[src/rtl/or16_serial_collector.sv]
// rtl/or16_serial_collector.sv - bit-serial OR collector, LSB first, valid/ready word output
// Optional out_parity port enabled by defining OR16_PARITY_EN.
module or16_serial_collector #(
    parameter int WIDTH = 16,
    localparam int CW = $clog2(WIDTH)
) (
    input  logic             clk,
    input  logic             rst,
    input  logic             in_valid,
    output logic             in_ready,
    input  logic             a_in,
    input  logic             b_in,
    input  logic             clear,
    output logic             out_valid,
    input  logic             out_ready,
    output logic [WIDTH-1:0] out,
`ifdef OR16_PARITY_EN
    output logic             out_parity,
`endif
    output logic [CW-1:0]    bit_count
);

    typedef enum logic {COLLECT = 1'b0, HOLD = 1'b1} state_t;

    state_t             state_q, state_d;
    logic [WIDTH-1:0]   shreg_q, shreg_d;
    logic [WIDTH-1:0]   out_q, out_d;
    logic [CW-1:0]      cnt_q, cnt_d;
    logic [WIDTH-1:0]   shifted;
    logic               accept;

    assign shifted = {a_in | b_in, shreg_q[WIDTH-1:1]};
    assign accept  = in_valid && (state_q == COLLECT);

    always_comb begin
        state_d = state_q;
        shreg_d = shreg_q;
        out_d   = out_q;
        cnt_d   = cnt_q;
        if (clear) begin
            // Abort wins over both handshakes; the last delivered word stays visible.
            state_d = COLLECT;
            shreg_d = '0;
            cnt_d   = '0;
        end else begin
            case (state_q)
                COLLECT: begin
                    if (accept) begin
                        shreg_d = shifted;
                        if (cnt_q == CW'(WIDTH - 1)) begin
                            out_d   = shifted;
                            cnt_d   = '0;
                            state_d = HOLD;
                        end else begin
                            cnt_d = cnt_q + CW'(1);
                        end
                    end
                end
                HOLD: begin
                    if (out_ready) begin
                        state_d = COLLECT;
                    end
                end
                default: state_d = COLLECT;
            endcase
        end
    end

    always_ff @(posedge clk) begin
        if (rst) begin
            state_q <= COLLECT;
            shreg_q <= '0;
            out_q   <= '0;
            cnt_q   <= '0;
        end else begin
            state_q <= state_d;
            shreg_q <= shreg_d;
            out_q   <= out_d;
            cnt_q   <= cnt_d;
        end
    end

`ifdef OR16_PARITY_EN
    logic parity_q;

    always_ff @(posedge clk) begin
        if (rst) begin
            parity_q <= 1'b0;
        end else if (!clear && accept && (cnt_q == CW'(WIDTH - 1))) begin
            parity_q <= ^shifted;
        end
    end

    assign out_parity = parity_q;
`endif

    assign in_ready  = (state_q == COLLECT);
    assign out_valid = (state_q == HOLD);
    assign out       = out_q;
    assign bit_count = cnt_q;

endmodule

[config.mk]
export PLATFORM = sky130hd
export DESIGN_NAME = or16_serial_collector
export DESIGN_NICKNAME = d
export VERILOG_FILES = /design/src/rtl/or16_serial_collector.sv
export SDC_FILE = /design/constraint.sdc
export NUM_CORES = 1
export LEC_CHECK = 0
export ABC_AREA = 1
export BUFFER_PORTS_ARGS = -buffer_cell sky130_fd_sc_hd__buf_4
export CAP_MARGIN = 10
export CELL_PAD_IN_SITES_DETAIL_PLACEMENT = 0
export CELL_PAD_IN_SITES_GLOBAL_PLACEMENT = 1
export CORE_MARGIN = 1
export CORE_UTILIZATION = 41
export CTS_BUF_LIST = sky130_fd_sc_hd__clkbuf_16
export DETAILED_ROUTE_END_ITERATION = 10
export PLACE_DENSITY = 0.9
export SLEW_MARGIN = 20
export SYNTH_ARGS = -nofsm -noshare
export SYNTH_HDL_FRONTEND = slang
export SYNTH_SLANG_ARGS = --single-unit
[constraint.sdc]
create_clock -name clk -period 2.1 [get_ports clk]
set_input_delay 0.105 -clock clk [delete_from_list [all_inputs] [get_ports clk]]
set_output_delay 0.105 -clock clk [all_outputs]
set_load 0.01 [all_outputs]
# --- Word-level counts from Yosys, hierarchy flattened ---
# Cells that the tools add are included.
classes:
  n_addsub: 1
  n_eq_ne: 1
  n_mux: 5
  bitwise_logic: 3
  reduce_logical: 4
op_table:
  columns: ["cell", "n"]
  rows:
  - ["adder 4 x 1 -> 4 bit, second input constant", 1]
  - ["equality test 4 bit, second input constant", 1]
  - ["two-way mux 4 bit", 1]
  - ["AND reduction 4 bit", 1]
  - ["two-way mux 1 bit", 3]
  - ["NOT 1 bit", 2]
  - ["one-hot mux 1 bit (2 select lines)", 1]
  - ["AND reduction 2 bit", 1]
  - ["OR reduction 2 bit", 1]
  - ["logical AND 1 bit", 1]
  - ["bitwise OR 1 bit", 1]
totals:
  reg_bits: 37
  in_bits: 7
  output_inout_bits: 22
  word_cells: 18

# --- Logic depth before layout (Yosys ltp) ---
logic_depth:
  depth_word: 4
  depth_mapped: 8
  ltp_nobuf: 7

# --- Worst setup path after synthesis ---
# OpenSTA, ideal clock, no wires.
synth_timing:
  path_type: "register to register"
  start: "register cnt_q[0] (netlist: bit_count[0])"
  end: "register out_q[15] (netlist: out[15])"
  setup_time_ns: 0.110
  t_arrival_ns: 1.222
  required_time_ns: 1.990
  slack_ns: 0.768
  stages_incl_launch_ff: 8
  path_buffers: 1
  period_less_slack_ns: 1.332
  cell_sequence: "dfxtp_1 -> ha_1 -> inv_2 -> nor2_8 -> buf_2 -> nand4_1 -> nand2_1 -> nor2_1"
synth_via:
  elab_chain_len: 2
synth_rtl:
  columns: ["item", "line_no", "rtl"]
  rows:
  - ["from (decl)", "28", "logic [CW-1:0] cnt_q, cnt_d;"]
  - ["from (signal assigned)", "79", "cnt_q <= cnt_d;"]
  - ["equality test 4 bit", "50", "if (cnt_q == CW'(WIDTH - 1)) begin"]
  - ["AND reduction 4 bit (no line)", null, null]
  - ["to (signal assigned)", "78", "out_q <= out_d;"]
  - ["to (decl)", "27", "logic [WIDTH-1:0] out_q, out_d;"]
# No other way between the ends.
# A chain may end at the register's enable or synchronous reset.

# --- Worst setup path after layout ---
layout_timing:
  start: "register cnt_q[0] (netlist: bit_count[0])"
  end: "register out_q[9] (netlist: out[9])"
# The elaborated chain is that of the path after synthesis.

==> run_results.csv <==
group,metric,value,unit
run_status,status,"completed",
layout,final_layout_size_suffix_gt1_share,21.3,%
setup_path,kind_of_critical_path,"reg -> reg",
logic_synthesis,synth_area_per_cell,7.15,µm²
floorplan,chipHeight,64.4,µm
routing,detail_route.wirelength,2850,µm
sta,slew_headroom,74.3,%
floorplan,die_area,4140,µm²
routing,firstDrtPassIters,4,
logic_synthesis,syn_nets,231,
logic_synthesis,synth_cell_types,21,
sta,post_layout_worst_setup_margin,0.552,ns
sta,tightestPinTransition,0.384,ns
layout,finalCoreUtilization,53.9,%
clocking,tritoncts,"done",
logic_synthesis,synth_seq_area_share,45.2,%
global_routing,grt_first_pass_wirelength,5030,µm
floorplan,placement_rows,22,
placement,finalWeightedCongestion,0.765,
routing,drt.antenna.violating_nets,0,
global_routing,grt_antenna_before_repair,0,
routing,vias,1319,
logic_synthesis,synthesis.area,1590,µm²
sta,holdWs,0.101,ns
run,drv_cap,0,
clocking,cts_num_sinks,36,
logic_synthesis,synth_top_area_share,45.2,%
global_routing,maximum_number_of_pins_on_one_net_before_global_route_repair,29,
setup_path,end_kind,"register",
power,ir_drop,377,µV
floorplan,floorplan.core_area,3690,µm²
routing,wl_per_cell,9.44,µm
clocking,cts-hold-fix-buffers,0,
floorplan,design.portCount,29,
global_routing,grt_pass1_vias,1148,
setup_path,crit_arrival,1.76,ns
logic_synthesis,netlist_top_cells_area,"dfxtp_1 45%, inv_1 12%, nor2_1 6.8%",
logic_synthesis,syn_inst,223,
clocking,cts_setup_buffers,0,
layout,finalNetCount,261,
hold_path,hold_path_startpoint,"a_in",
sta,fmax,0.646,GHz
sta,timing.final.crit_period,1.55,ns
placement,dp.final_hpwl,1950,µm
clocking,cts-buffers-inserted,5,
clocking,ctsLongestPathBuffers,2,
floorplan,initial_core_util,43.2,%
clocking,clk_pin_slew,0.05,ns
placement,buffer_ports.inserted,28,
power,leakage,0.000908,µW
clocking,cts-root-buf,"clkbuf_16",
logic_synthesis,synth_top_area_cell,"dfxtp_1",
sta,final-setup-viol-count,0,
routing,1st_iter_drt_viols,42,
logic_synthesis,synthesized_flop_and_latch_total,36,
logic_synthesis,ys.warnings.count,0,
clocking,cts.repair.resized,0,
setup_path,setup.worst_path.start_class,"register",
power,total_power,1460,µW
global_routing,grt_overflow,0,
hold_path,hp-class,"in -> reg",
global_routing,globalRouteTotalUtil,15.6,%
sta,rsz0062_at_grt,"no",
clocking,clock_insertion_delay_worst_skew,0.28,ns
sta,worst_clock_skew,0.00613,ns
routing,avgViaCountPerCell,4.37,
setup_path,cp.required,2.31,ns
sta,timing.final.crit_share,73.7,%
routing,drc,0,
clocking,clock_tree.htree_level_count,2,
setup_path,regToRegStartpoint,"bit_count[0]",
sta,timing_hold_violations_final,0,
setup_path,timing.critical_path.from,"bit_count[0]",
power,pwr_density_cell,735,nW/µm²
sta,total_negative_setup_slacks,0,ns
layout,areaGrowthSynthToFinish,24.7,%
sta,slew_violations,0,
setup_path,critPathMaxFanout,17,
floorplan,chipWidth,64.4,µm
layout,insertedDiodeCount,0,
placement,pre_cts_slack,0.547,ns
per-stage QoR:
| stage | area (µm²) | cells |
|---|---|---|
| finish | 1990 | 302 |
| CTS | 1990 | 302 |
| floorplan | 1590 | 223 |
| detailed placement | 1850 | 294 |
| global placement | 1850 | 294 |
| global route | 1990 | 302 |
cells in the mapped netlist:
master    instances
nand3_1           3
nor2_8            1
nand2_1          28
buf_2             4
buf_1             1
a21oi_1          15
clkinv_1          1
ha_1              1
xor2_1            1
dfxtp_1          36
nor3_1            1
clkbuf_1          4
buf_6             1
o21ai_0          16
nand3_4           1
inv_2             3
nand4_1          16
inv_1            49
o21bai_1          1
nand2_2          11
nor2_1           29
sequential cells by signal (all words and copies together), names as in the netlist:
| name | count |
|---|---|
| shreg_q | 15 |
| bit_count | 4 |
| out_valid | 1 |
| out | 16 |
final timing paths:
kind / to / slack [ns] / cells after the start
setup / recovery: out[9] / 0.55 / 7
hold / removal: shreg_q[15] / 0.10 / 3
setup reg to reg: out[9] / 0.55 / 7
hold reg to reg: shreg_q[1] / 0.46 / 2
area by class of cell:
type	count	area [µm²]
fill	390	1700
sequential	36	721
multi-input combinational	124	624
timing repair buffer	33	248
inverter	53	199
clock buffer	5	125
tap	48	60.1
clock inverter	3	11.3
placed cells by master (no fill, tap or decap), types with 2 or more instances in the layout:
master and n:
clkbuf_16 5, nor2_1 29, buf_4 33, o21ai_0 16, nand3_1 3, a21oi_1 15, clkinv_1 2, inv_1 51
dfxtp_1 36, inv_2 3, nand2_1 28, nand2_2 11, nand4_1 16
routing by layer:
metal / vias up / global-route usage [%] / part of all wire (%)
li1: 742 / - / -
met1: 551 / 19.7 / 49
met2: 20 / 23.9 / 44
met3: 6 / 5.89 / 5.0
met4: 0 / 5.83 / 1.6
met5: - / 0 / 0
logic make-up (layout without fill, tap and decap cells):
| logic type | after synthesis | after routing | synth area share, % |
|---|---|---|---|
| buffers and inverters | 63 | 94 | 15.6 |
| adder cells (fa/ha/maj) | 1 | 1 | 0.785 |
| AO/OA/AOI/OAI | 32 | 32 | 10.2 |
| AND/OR/NAND/NOR | 90 | 90 | 27.6 |
| flip-flops | 36 | 36 | 45.2 |
| XOR/XNOR | 1 | 1 | 0.550 |
power breakdown:
part           leakage [µW]  switching (µW)  total, µW  internal, µW
combinational      0.000542            50.5       80.4          29.9
clock             0.0000738             254        680           426
sequential         0.000292            6.33        702           696
critical path: stages, from the launching register on:
cell and delay, ns:
dfxtp_1 0.38, ha_1 0.23, inv_2 0.08, nor2_8 0.24, nand3_4 0.28, nand2_1 0.13, inv_1 0.04, nor2_1 0.10
Power figures use the tool's default switching activity.
